[config.mk]
export PLATFORM = sky130hd
export DESIGN_NAME = mips_pc_sequencer
export DESIGN_NICKNAME = d
export VERILOG_FILES = /design/src/rtl/mips_pkg.sv /design/src/rtl/mips_pc_sequencer.sv
export SDC_FILE = /design/constraint.sdc
export NUM_CORES = 1
export LEC_CHECK = 0
export CORE_ASPECT_RATIO = 1.2
export CORE_MARGIN = 2
export CORE_UTILIZATION = 45
export DETAILED_ROUTE_END_ITERATION = 12
export HOLD_SLACK_MARGIN = 0.15
export PLACE_DENSITY = 0.84
export SLEW_MARGIN = 15
export SYNTH_ARGS = -nofsm -noshare
export SYNTH_HDL_FRONTEND = slang
export SYNTH_SLANG_ARGS = --single-unit
[constraint.sdc]
create_clock -name clk -period 2.8 [get_ports clk]
set_clock_uncertainty 0.05 [all_clocks]
set_input_delay 0.42 -clock clk [delete_from_list [all_inputs] [get_ports clk]]
set_output_delay 0.42 -clock clk [all_outputs]
set_load 0.05 [all_outputs]
[src/rtl/mips_pkg.sv]
`default_nettype none
// ============================================================================
//  Module      : mips_pkg
//  Description : Shared types and constants for the mips_cpu_harvard fetch
//                path: PC sequencer state encoding, reset/halt addresses,
//                the sequential PC increment and a target-alignment helper.
//  Revision    : 1.0 - initial release
// ============================================================================
package mips_pkg;

    // PC sequencer state: normal fetch, one delay slot pending, or stopped.
    typedef enum logic [1:0] {
        PC_RUN   = 2'b00,
        PC_DELAY = 2'b01,
        PC_HALT  = 2'b10
    } pc_state_t;

    // Boot ROM entry point of the MIPS kseg1 reset vector.
    localparam logic [31:0] RESET_VECTOR_DEFAULT = 32'hBFC0_0000;

    // Control transfer to this address stops the core.
    localparam logic [31:0] HALT_ADDR_DEFAULT    = 32'h0000_0000;

    // Sequential fetch step in bytes (one 32-bit instruction word).
    localparam logic [31:0] PC_INC               = 32'd4;

    // Word-align a redirect destination; the low two bits are dropped so the
    // fetch port only ever sees word addresses.
    function automatic logic [31:0] align_target(input logic [31:0] target);
        return {target[31:2], 2'b00};
    endfunction

endpackage : mips_pkg
`default_nettype wire

[src/rtl/mips_pc_sequencer.sv]
`default_nettype none
// ============================================================================
//  Module      : mips_pc_sequencer
//  Description : Program counter and fetch controller for mips_cpu_harvard.
//                Drives instr_address, applies branch/jump redirects after
//                exactly one delay-slot instruction and halts the core when
//                control reaches HALT_ADDR.
//  Revision    : 1.0 - initial release
// ============================================================================
module mips_pc_sequencer
    import mips_pkg::*;
#(
    parameter logic [31:0] RESET_VECTOR = RESET_VECTOR_DEFAULT,
    parameter logic [31:0] HALT_ADDR    = HALT_ADDR_DEFAULT
) (
    input  logic        clk,
    input  logic        reset,          // synchronous, active-low
    input  logic        clk_enable,
    input  logic        stall,
    input  logic        branch_taken,
    input  logic [31:0] branch_target,
    input  logic        jump,
    input  logic [31:0] jump_target,
    output logic [31:0] instr_address,
    output logic        in_delay_slot,
    output logic        active,
    output logic        misaligned
);

    // ------------------------------------------------------------------------
    // Registered state
    // ------------------------------------------------------------------------
    pc_state_t   r_state;
    logic [31:0] r_pc;
    logic [31:0] r_pending_target;
    logic        r_in_delay_slot;
    logic        r_active;
    logic        r_misaligned;

    // ------------------------------------------------------------------------
    // Next-PC datapath
    // ------------------------------------------------------------------------
    logic        w_advance;
    logic        w_redirect;
    logic [31:0] w_sel_target;
    logic [31:0] w_seq_pc;
    logic        w_seq_halts;
    logic        w_pending_halts;

    // Advance qualification, redirect target selection and halt detection.
    always_comb begin
        w_advance       = clk_enable && !stall && (r_state != PC_HALT);
        w_redirect      = jump || branch_taken;
        // Jump wins when the decoder reports both in the same cycle.
        w_sel_target    = jump ? jump_target : branch_target;
        // Carry-out of the increment is intentionally discarded (mod 2^32).
        w_seq_pc        = r_pc + PC_INC;
        w_seq_halts     = (w_seq_pc == HALT_ADDR);
        w_pending_halts = (r_pending_target == HALT_ADDR);
    end

    // ------------------------------------------------------------------------
    // PC register and sequencing FSM
    // ------------------------------------------------------------------------

    // Reset has absolute priority; otherwise registers move only on advance.
    always_ff @(posedge clk) begin
        if (!reset) begin
            r_state          <= PC_RUN;
            r_pc             <= RESET_VECTOR;
            r_pending_target <= 32'd0;
            r_in_delay_slot  <= 1'b0;
            r_active         <= 1'b1;
            r_misaligned     <= 1'b0;
        end else begin
            // misaligned is a single-cycle pulse; default it low every cycle.
            r_misaligned <= 1'b0;
            if (w_advance) begin
                case (r_state)
                    PC_RUN: begin
                        // Flag a bad redirect even if the delay slot itself
                        // happens to land on the halt address.
                        if (w_redirect) begin
                            r_misaligned <= |w_sel_target[1:0];
                        end
                        if (w_seq_halts) begin
                            r_pc            <= HALT_ADDR;
                            r_state         <= PC_HALT;
                            r_active        <= 1'b0;
                            r_in_delay_slot <= 1'b0;
                        end else begin
                            // The delay slot is always the next sequential word.
                            r_pc <= w_seq_pc;
                            if (w_redirect) begin
                                r_pending_target <= align_target(w_sel_target);
                                r_state          <= PC_DELAY;
                                r_in_delay_slot  <= 1'b1;
                            end
                        end
                    end
                    PC_DELAY: begin
                        // Any redirect seen here belongs to a delay-slot
                        // instruction and is dropped; the saved target wins.
                        r_pc            <= r_pending_target;
                        r_in_delay_slot <= 1'b0;
                        if (w_pending_halts) begin
                            r_state  <= PC_HALT;
                            r_active <= 1'b0;
                        end else begin
                            r_state  <= PC_RUN;
                        end
                    end
                    default: begin
                        // PC_HALT never advances; w_advance excludes it.
                        r_state <= r_state;
                    end
                endcase
            end
        end
    end

    // ------------------------------------------------------------------------
    // Outputs
    // ------------------------------------------------------------------------
    assign instr_address = r_pc;
    assign in_delay_slot = r_in_delay_slot;
    assign active        = r_active;
    assign misaligned    = r_misaligned;

endmodule : mips_pc_sequencer
`default_nettype wire

Word level (Yosys, flattened, before mapping). Index checks and enable logic that the tools add are counted.

Register bits after elaboration: 67. Input bits: 70. Logic and storage cells: 40.

Add/sub/neg operators: 1. Eq/ne operators: 5. Multiplexer cells: 13. Bitwise logic cells: 1. Reduce and logical (&&, ||, !) cells: 14.

Operators with widths (count): zero test 32 bit (2); 2-to-1 mux 32 bit (2); case mux 32 bit (2 select lines) (1); adder 32 x 3 -> 32 bit (second input constant) (1); AND reduction 4 bit (3); 2-to-1 mux 2 bit (3); != test 2 bit (second input constant) (3); 2-to-1 mux 1 bit (4); case mux 1 bit (2 select lines) (2); case mux 2 bit (2 select lines) (1); != test 3 bit (second input constant) (1); AND reduction 3 bit (1); equality test 2 x 1 -> 1 bit (second input constant) (1); logical AND 1 bit (2); zero test 2 bit (1); AND reduction 2 bit (1); nonzero test 2 bit (1); OR reduction 2 bit (1); zero test 1 bit (1); logical OR 1 bit (1); NOT 1 bit (1).

Longest topological paths before layout.
Depth after elaboration: 4. Gate-level depth with buffers: 11.

Worst setup path after synthesis. Ideal clock, no wire load.

Path kind: reg-to-reg. From: register r_pc[2], in the netlist instr_address[2]. To: register r_pc[17], in the netlist instr_address[17]. Setup time: 0.119 ns. Data arrival time: 3.091 ns. Required time: 2.631 ns. Path slack: -0.460 ns. Cell stages (with the launch flop): 12. Buffers on the path: 2. Cells stage by stage: dfxtp_1 ha_1 nand3_1 buf_2 nor4_1 a21oi_1 nand4b_1 a2111oi_4 and2_1 buf_6 nor3_1 o221a_1.

Longest elaborated chain between the ends: 4.

RTL lines: start: declaration (line mips_pc_sequencer.sv:34) `logic [31:0] r_pc;`; start signal: assignment (line mips_pc_sequencer.sv:93) `r_pc <= w_seq_pc;`; start signal: assignment (line mips_pc_sequencer.sv:104) `r_pc <= r_pending_target;`; adder 32 x 3 -> 32 bit * (line mips_pc_sequencer.sv:57) `w_seq_pc = r_pc + PC_INC;`; zero test 32 bit (line mips_pc_sequencer.sv:58) `w_seq_halts = (w_seq_pc == HALT_ADDR);`; 2-to-1 mux 32 bit * (line mips_pc_sequencer.sv:86) `if (w_seq_halts) begin`; case mux 32 bit (2 select lines) * (line mips_pc_sequencer.sv:79) `case (r_state)`.

Mark *: on every way between the ends. The rest lies on a longest branch, timed or not. A chain may end at the register's enable or synchronous reset.

Worst setup path in the final report.
From: register r_pc[2], in the netlist instr_address[2]. To: register r_pending_target[20].

Longest elaborated chain between the ends: 4.

RTL lines: adder 32 x 3 -> 32 bit (line mips_pc_sequencer.sv:57); zero test 32 bit (line mips_pc_sequencer.sv:58); NOT 1 bit (no line); AND reduction 4 bit (no line); end signal: assignment (line mips_pc_sequencer.sv:95) `r_pending_target <= align_target(w_sel_target);`; end: declaration (line mips_pc_sequencer.sv:35) `logic [31:0] r_pending_target;`.

No other way between the ends.

==> metrics.txt <==
setup TNS=-365 ps; antenna violations before repair=0; clock latency on the worst-skew pair=370 ps; clock share of power=33.8%; Area contributors post-synth=dfxtp_1, a21oi_1, mux2i_1, a311oi_1, nand2_1; Critical Path AT=a little over 3000 ps; Slew HR=between 40 and 50%; commonest non-fill, non-tap cell in the layout=clkdlybuf4s50_1; most frequent cells in the layout=clkdlybuf4s50_1, buf_4, a21oi_1; CTS clk-pin slew, worst paths=90 ps; final setup fails=17; wirelength, routed=~17000 um; worst r2r src=instr_address[2]$_SDFFE_PN0P_; leak pwr=about 2.4 nW; Fmax achieved=~350 MHz; vias in the first global route=4637; Nets=between 700 and 800; final worst slack=-72.8 ps; Slew Viols, Final=0; # DRC=0; Top FF cell, synth=dfxtp_1; final cell count without fillers=slightly above 800; Startpoint Class=register; total chip power=roughly 2.4 mW; H-tree lvl count=3; Die ar.=just over 10000 um^2; remaining global-route overflow=0; Gate power share=between 20% and 30%; IO buf count=just over 100; DR vias=between 5k and 6k; die outline height=roughly 110 um; dpl cell area=a little under 6000 um^2; Yosys warning count=0; share of flip-flops with an asynchronous set or reset=0%; Synth Cell Area=between 4000 and 5000 um^2; CTS Buffer Depth=2; number of hold violations in the final report=0; Core Footprint=roughly 9100 um^2; DRT Pass-1 Iters=8; RSZ-0062 raised after global routing=yes; Seq/Total Area, Yosys=between 30 and 40%; Area Growth Syn to Fin=54.1%; worst path required time=3000 ps; sequential power share=42.7%; FP Rows=38; share of cells above drive strength 1=between 20% and 30%; GP Congestion=0.955; Post-Synthesis Cells=538; Crit Path Class=register to register; pwr/cell area=367 nW/um^2; CTS root buffer=clkbuf_8; mux share of post-synthesis cell area=between 7 and 8%; post-route ant nets=0; Cell variety after synth=63; combinational family with the most area after synthesis=simple AND/OR/NAND/NOR gates; DR WL/cell=about 22 um; failing checks=setup timing; compound-gate portion of the synthesized area=25.6%; simple-gate portion of the synthesized area=26.9%; CTS Sinks=64; Finished Core Util=a little under three quarters; Yosys reg bits=64; aggregate global-route resource usage=29.6%; Inst Count DP=around 770; leading area contributor after synthesis=dfxtp_1; HP Class=register to register; Ant. Diodes=0; CTS tree=done; Worst-Margin Slew=a little over 800 ps; Die Wd=roughly 92 um; TritonCTS buffer count=9; Sw Pwr=between 0.7 and 0.8 mW; Max FO, Critical Path=11; hold wc startpoint=active$_SDFFE_PN1P_; DR iter-0 viols=706; fin crit share=103%; status=finished with violations; starting density of the core=between 40 and 50%; DP HPWL=11000 um; worst setup path startpoint=instr_address[2]$_SDFFE_PN0P_; Pint=roughly 1.6 mW; minimum clock period=2870 ps; pin count of the biggest net entering global routing=59; first-pass GRT wire length=about 24000 um; crit path capture type=register; fill count=a little over 600; Post-Synth Adder-Cell Area=less than 1%; DR vias/cell=about 6.6; Max-Cap Viols=0; final instance area=around 6500 um^2; number of hold buffers added after cts=0; Synth Area in XOR/XNOR=under 10%; Post-synth EDFFs=0; # IOs=around 110; Synth Area per Inst=7.84 um^2; pre-CTS setup slack=-61.4 ps; Switching Share=approximately a third; peak supply drop=between 0.3 and 0.4 mV; post-synth top area share=between 30% and 40%; WHS=422 ps
## power groups by stage
stage / Combinational, mW / Sequential, mW / Clock [mW]
floorplan: 0.239 / 1.07 / 0
global placement: 0.493 / 1.03 / 0
detailed placement: 0.506 / 1.03 / 0
CTS: 0.509 / 1.01 / 0.789
global route: 0.595 / 1.02 / 0.853
finish: 0.560 / 1.02 / 0.806
## critical path, stage by stage (launching register included)
cell       delay, ps
dfxtp_4          380
ha_4             140
nand3_2           90
or4_4            510
a32o_1           220
a221o_1          290
nor4_4           300
buf_6            180
nand2_8          100
clkbuf_16        200
a311oi_1         280
## layer usage
layer / vias up / track usage (%) / share of wire [%]
li1: 2372 / - / -
met1: 2441 / 36.0 / 36
met2: 416 / 50.6 / 48
met3: 113 / 5.71 / 9.4
met4: 0 / 14.1 / 6.6
met5: - / 0 / 0
## flip-flops by register name, indices dropped and copies added (netlist names)
register / cells
r_state: 2
instr_address: 30
r_pending_target: 30
active: 1
misaligned: 1
## worst paths after layout
path / end / slack (ps) / cells after the start
max reg2reg: r_pending_target[20]$_SDFFE_PN0P_ / -70 / 10
min: active$_SDFFE_PN1P_ / 420 / 2
min reg2reg: active$_SDFFE_PN1P_ / 420 / 2
max: r_pending_target[20]$_SDFFE_PN0P_ / -70 / 10
## layout make-up
cell class,instances,area (um^2),share of cell area (%)
Multi-Input combinational cell,407,2900,44.7
Timing Repair Buffer,191,1870,28.8
Sequential cell,64,1350,20.7
Clock buffer,12,166,2.56
Tap cell,120,150,2.31
Inverter,9,33.8,0.520
Clock inverter,4,25.0,0.385
## logic make-up (layout without fill, tap and decap cells)
group	after synthesis	after routing
buffers and inverters	69	216
other	1	2
flip-flops	64	64
AO/OA/AOI/OAI	161	161
XOR/XNOR	8	8
adder cells (fa/ha/maj)	1	1
AND/OR/NAND/NOR	203	204
multiplexers	31	31
## timing repair
action	CTS	global route
buffers inserted	1	7
gates resized for setup	3	53
setup endpoints to repair	35	49
pin swaps	0	17
cloned	0	9
## synth_stat cells (3+ instances only)
library cell / n
a21oi_1: 63
a311oi_1: 30
a31oi_1: 13
and2_1: 4
and3_1: 9
and4_1: 4
buf_1: 3
buf_2: 16
buf_4: 4
buf_6: 4
clkbuf_1: 32
dfxtp_1: 64
inv_1: 9
mux2i_1: 31
nand2_1: 43
nand3_1: 32
nand4_1: 21
nor2_1: 25
nor3_1: 15
nor3b_1: 3
nor4_1: 21
nor4_2: 3
o21ai_0: 20
o22ai_1: 5
o311ai_0: 3
or3_1: 9
xnor2_1: 6
Note: power is estimated with default switching activity, not from simulation.
==> edit 1, RTL diff (same settings) <==
Make the reset (`reset`) asynchronous in one clocked block.
--- a/src/rtl/mips_pc_sequencer.sv
+++ b/src/rtl/mips_pc_sequencer.sv
@@ -64,7 +64,7 @@
     // ------------------------------------------------------------------------
 
     // Reset has absolute priority; otherwise registers move only on advance.
-    always_ff @(posedge clk) begin
+    always_ff @(posedge clk or negedge reset) begin
         if (!reset) begin
             r_state          <= PC_RUN;
             r_pc             <= RESET_VECTOR;
Formal check against the unedited RTL: differs if reset is asserted again (counterexample within 4 cycles, from zero or initial values and one cycle with reset low); with reset held inactive, the same outputs for 4 cycles.
==> edit 1 against the original RTL <==
- the run still ends with setup timing left
- cell area down 1.9%
- final cell count down 7.3%
- area after synthesis down 0.21%
- worst setup slack worse by 0.27 ns
- first-iteration DRC count down 24%
- sequential cell count unchanged
- count of clock-buffer cells in the layout unchanged
- non-clock buffer count up 6
- routed wire length down 17%
- die area down 0.20%
- largest cell class unchanged
Power is not compared: it rests on default switching activity, and its combinational part moved more than twofold at a synthesized area within 25%.
==> edit 1: results (changes against the original RTL) <==
Outcome
  • Outcome: finished, violations left
  • Failing checks: setup timing

Timing
  • Sum Neg Setup Slack: -10.10 ns (-9.732 ns)
  • Final setup vio count: 35 (+18)
  • Final worst slack: -0.3393 ns (-0.2665 ns)
  • Slew Limit Headroom: 0.5382 (+0.08631)

Worst setup path
  • Crit Reg-Reg Startpoint: instr_address[3]
  • R2R Path End: r_pending_target[10]
  • CP Launch Point: instr_address[3]
  • Largest stage delay, worst path: 0.56 ns (+0.05 ns)
  • Crit path DAT: 3.34 ns (+0.26 ns)

CTS
  • Post-CTS Resized: 35 (+32)
  • Post-CTS setup buffers: 21 (+20)
  • Worst-skew pair later-pin latency: between 0.3 and 0.4 ns
  • H-tree levels: 3 (unchanged)
  • Hold_buf cts: 1 (+1)

Pwr
  • Maximum vdd ir drop: ~0.00048 V
  • Static leakage: about 2.6 nW

Global routing
  • Pin count of the biggest net entering global routing: 36 (-39%)
  • First-pass GRT wire length: 23.17 mm (-1.4%)
  • Number of global-route vias before repair: 4,617 (-0.43%)
  • GRT Util Overall: 0.2944 (-0.001449)

Place
  • Placed cell count: 714 (-7.8%)
  • RePlAce Congestion: 1.011 (+5.9%)
  • Worst slack, placed: -0.2500 ns (-0.1886 ns)
  • Post-DP Area: 5826 um^2 (+1.1%)
  • DP Wirelength: 9.763 mm (-11%)

Logic synthesis
  • Syn Area/Cell: 9.248 um^2 (+18%)
  • Synth cell types: 64 (+1.6%)
  • Compound-Gate Fraction of Synth Area: 0.1897 (-0.06637)
  • Sequential area share after synthesis: 0.3836 (+0.07973)
  • Mux cell area share after synthesis: 0.1653 (+0.09174)
  • Post-synth ARST share: 1.000 (+1.000)
  • Xor and xnor area share after synthesis: 0.01249 (-0.004128)
  • Synth area leaders: dfrtp_1, mux2_2, dfstp_2
  • Most frequent cells after synthesis: mux2_2, dfrtp_1, o21ai_0
  • Post-Synth Adder-Cell Area: 0.002974 (+0.000006176)

Detailed routing
  • Pre-antenna DRT Iters: 5 (-3)
  • Final wirelength: 14.48 mm (-17%)
  • Iteration-0 DRC Markers: 537 (-24%)
  • Via density: 6.195 (-6.4%)

Layout
  • Ratio of cells with drive above 1 in the final layout: 0.3455 (+0.07625)
  • Area of the multi-input gates: 2529 um^2 (-13%)
  • Final net count: 694 (-7.8%)
  • Filler Cells Inserted: 661 (+6.4%)
edit 1: cell count changes after synthesis, sizes merged, moves of 29 or more:
cell,change
mux2i,-29
a21oi,-37
dfxtp,-64
a311oi,-31
dfrtp,+54
mux2,+60
edit 1: routing by layer:
layer  track usage  up-vias  part of all wire
li1              -     2048                 -
met1        0.3556     2213              0.38
met2        0.5095      295              0.50
met3       0.05415       78             0.079
met4        0.1429        0             0.047
met5             0        -                 0
edit 1: worst min-delay path by stage:
stage,endpoint,from,slack (ns)
global placement,active,active,0.41
finish,active,active,0.43
global route,active,active,0.44
CTS,active,active,0.43
detailed placement,active,active,0.41
floorplan,instr_address[10],reset,0.07
edit 1: area by class of cell:
class | count | share of cell area
clock buffers | 12 | 0.02591
flip-flops and latches | 64 | 0.2570
multi-input cells | 344 | 0.3967
clock inverters | 4 | 0.01178
well taps | 120 | 0.02356
inverters | 7 | 0.004122
repair buffers | 197 | 0.2809
==> edit 2, RTL diff (config.mk and constraints unchanged) <==
Without the edit above. Re-encode `pc_state_t` (3 states) as one-hot, 3 bits wide.
--- a/src/rtl/mips_pkg.sv
+++ b/src/rtl/mips_pkg.sv
@@ -9,10 +9,10 @@
 package mips_pkg;
 
     // PC sequencer state: normal fetch, one delay slot pending, or stopped.
-    typedef enum logic [1:0] {
-        PC_RUN   = 2'b00,
-        PC_DELAY = 2'b01,
-        PC_HALT  = 2'b10
+    typedef enum logic [2:0] {
+        PC_RUN   = 3'b001,
+        PC_DELAY = 3'b010,
+        PC_HALT  = 3'b100
     } pc_state_t;
 
     // Boot ROM entry point of the MIPS kseg1 reset vector.
Behaviour: no difference found for any inputs over 10 cycles, from zero or initial values and one cycle with reset low; not proved beyond that.
==> edit 2 against the original RTL <==
- hold slack got worse by 0.015 ns
- die area grew 0.43%
- highest routed layer unchanged
- worst setup slack better by 0.15 ns
- total power decreased by 4.8%
- area after synthesis increased by 0.45%
- routed wire length fell by 21%
- clock power rose by 7.4%
- first-iteration DRC count fell by 52%
- sequential cell count increased by 1
- cell area down 8.4%
- utilization down 6.0 points
==> edit 2: results (changes against the original RTL) <==
Outcome
  • Outcome: completed

Detailed routing
  • Iteration-0 DRC Markers: 337 (-52%)
  • Via density: 6.240 (-5.7%)
  • Pre-antenna DRT Iters: 5 (-3)
  • Post-DR wirelength/cell: 17.92 um (-17%)

CTS
  • Clock transition at the registers of the reported paths: 0.07 ns (-0.02 ns)
  • Worst-skew pair later-pin latency: 0.35 ns (-0.02 ns)

Logic synthesis
  • Synth cell types: 59 (-6.3%)
  • Compound-Gate Fraction of Synth Area: 0.2679 (+0.01186)
  • Xor and xnor area share after synthesis: 0.02068 (+0.004062)
  • Mux cell area share after synthesis: 0.08272 (+0.009127)
  • Synth area leaders: dfxtp_1, a21oi_1, mux2i_1
  • Post-Synth Adder-Cell Area: 0.002954 (-0.00001315)

Place
  • DP Wirelength: 10.02 mm (-8.5%)
  • Worst slack, placed: 0.01218 ns (+0.07361 ns)
  • RePlAce Congestion: 1.010 (+5.8%)

Global routing
  • M3 GR Usage: 0.05914 (+0.002039)
  • Number of global-route vias before repair: 4,204 (-9.3%)
  • GRT met2 Usage: 0.4327 (-0.07299)
  • GRT Util Overall: 0.2666 (-0.02928)

Pwr
  • Sw Share: 0.2745 (-0.05125)
  • Static leakage: 2.219 nW (-7.6%)
  • Maximum vdd ir drop: 0.0002802 V (-18%)

Worst setup path
  • Crit path DAT: 2.91 ns (-0.17 ns)
  • CP Launch Point: instr_address[6]
  • CP Max Fanout: 10 (-1)

Layout
  • Ratio of cells with drive above 1 in the final layout: 0.1744 (-0.09490)
## edit 2: layout make-up
| cell class | instances | area (um^2) |
|---|---|---|
| fillers | 789 | 3129 |
| clock buffers | 12 | 166.4 |
| clock inverters | 4 | 47.55 |
| repair buffers | 151 | 1458 |
| well taps | 120 | 150.1 |
| inverters | 10 | 37.54 |
| multi-input cells | 406 | 2728 |
| flip-flops and latches | 65 | 1365 |
## edit 2: layer usage
| layer | part of all wire | wire length, um | up-vias |
|---|---|---|---|
| met5 | 0 | 0 | - |
| met3 | 0.078 | 1073 | 26 |
| met1 | 0.42 | 5753 | 2253 |
| li1 | - | - | 2295 |
| met4 | 0.026 | 353 | 0 |
| met2 | 0.48 | 6579 | 218 |
## edit 2: worst paths after layout
check	endpoint	slack (ns)	cells after the start
worst max register to register	instr_address[23]	0.08	10
worst min-delay path	active	0.41	2
worst min register to register	active	0.41	2
worst max-delay path	instr_address[23]	0.08	10
## edit 2: timing repair
action,in CTS,in global routing
endpoints found under the setup margin,2,47
pin swaps,1,3
buffers inserted,2,10
resized for setup,1,18
## edit 2: critical path: stages (launching register included)
cell and delay [ns]:
dfxtp_2 0.44, nand2_1 0.22, nor4_2 0.33, buf_4 0.18
nand3_1 0.13, mux2i_1 0.19, and4_1 0.24, nand4_1 0.12
buf_6 0.18, a31o_2 0.24, a221o_1 0.29
## edit 2: cells by family after synthesis
logic type,after synthesis
buffers and inverters,70
XOR/XNOR,10
adder cells (fa/ha/maj),1
flip-flops,65
AND/OR/NAND/NOR,186
AO/OA/AOI/OAI,172
multiplexers,35
other,1
## edit 2: power by group through the flow
| stage | sequential, mW | clock [mW] | combinational [mW] |
|---|---|---|---|
| global route | 1.01 | 0.928 | 0.430 |
| floorplan | 1.03 | 0 | 0.198 |
| finish | 1.01 | 0.866 | 0.399 |
| detailed placement | 1.03 | 0 | 0.392 |
| CTS | 1.00 | 0.879 | 0.395 |
| global placement | 1.02 | 0 | 0.381 |
## edit 2: through the flow
| step | setup TNS [ns] | instances | area [um^2] |
|---|---|---|---|
| 6_report | 0 | 768 | 5952 |
| 4_1_cts | 0 | 758 | 5788 |
| 5_1_grt | -0.03587 | 768 | 5952 |
| 3_5_place_dp | 0 | 740 | 5555 |
| 3_3_place_gp | 0 | 740 | 5555 |
| 2_1_floorplan | 0 | 541 | 4349 |
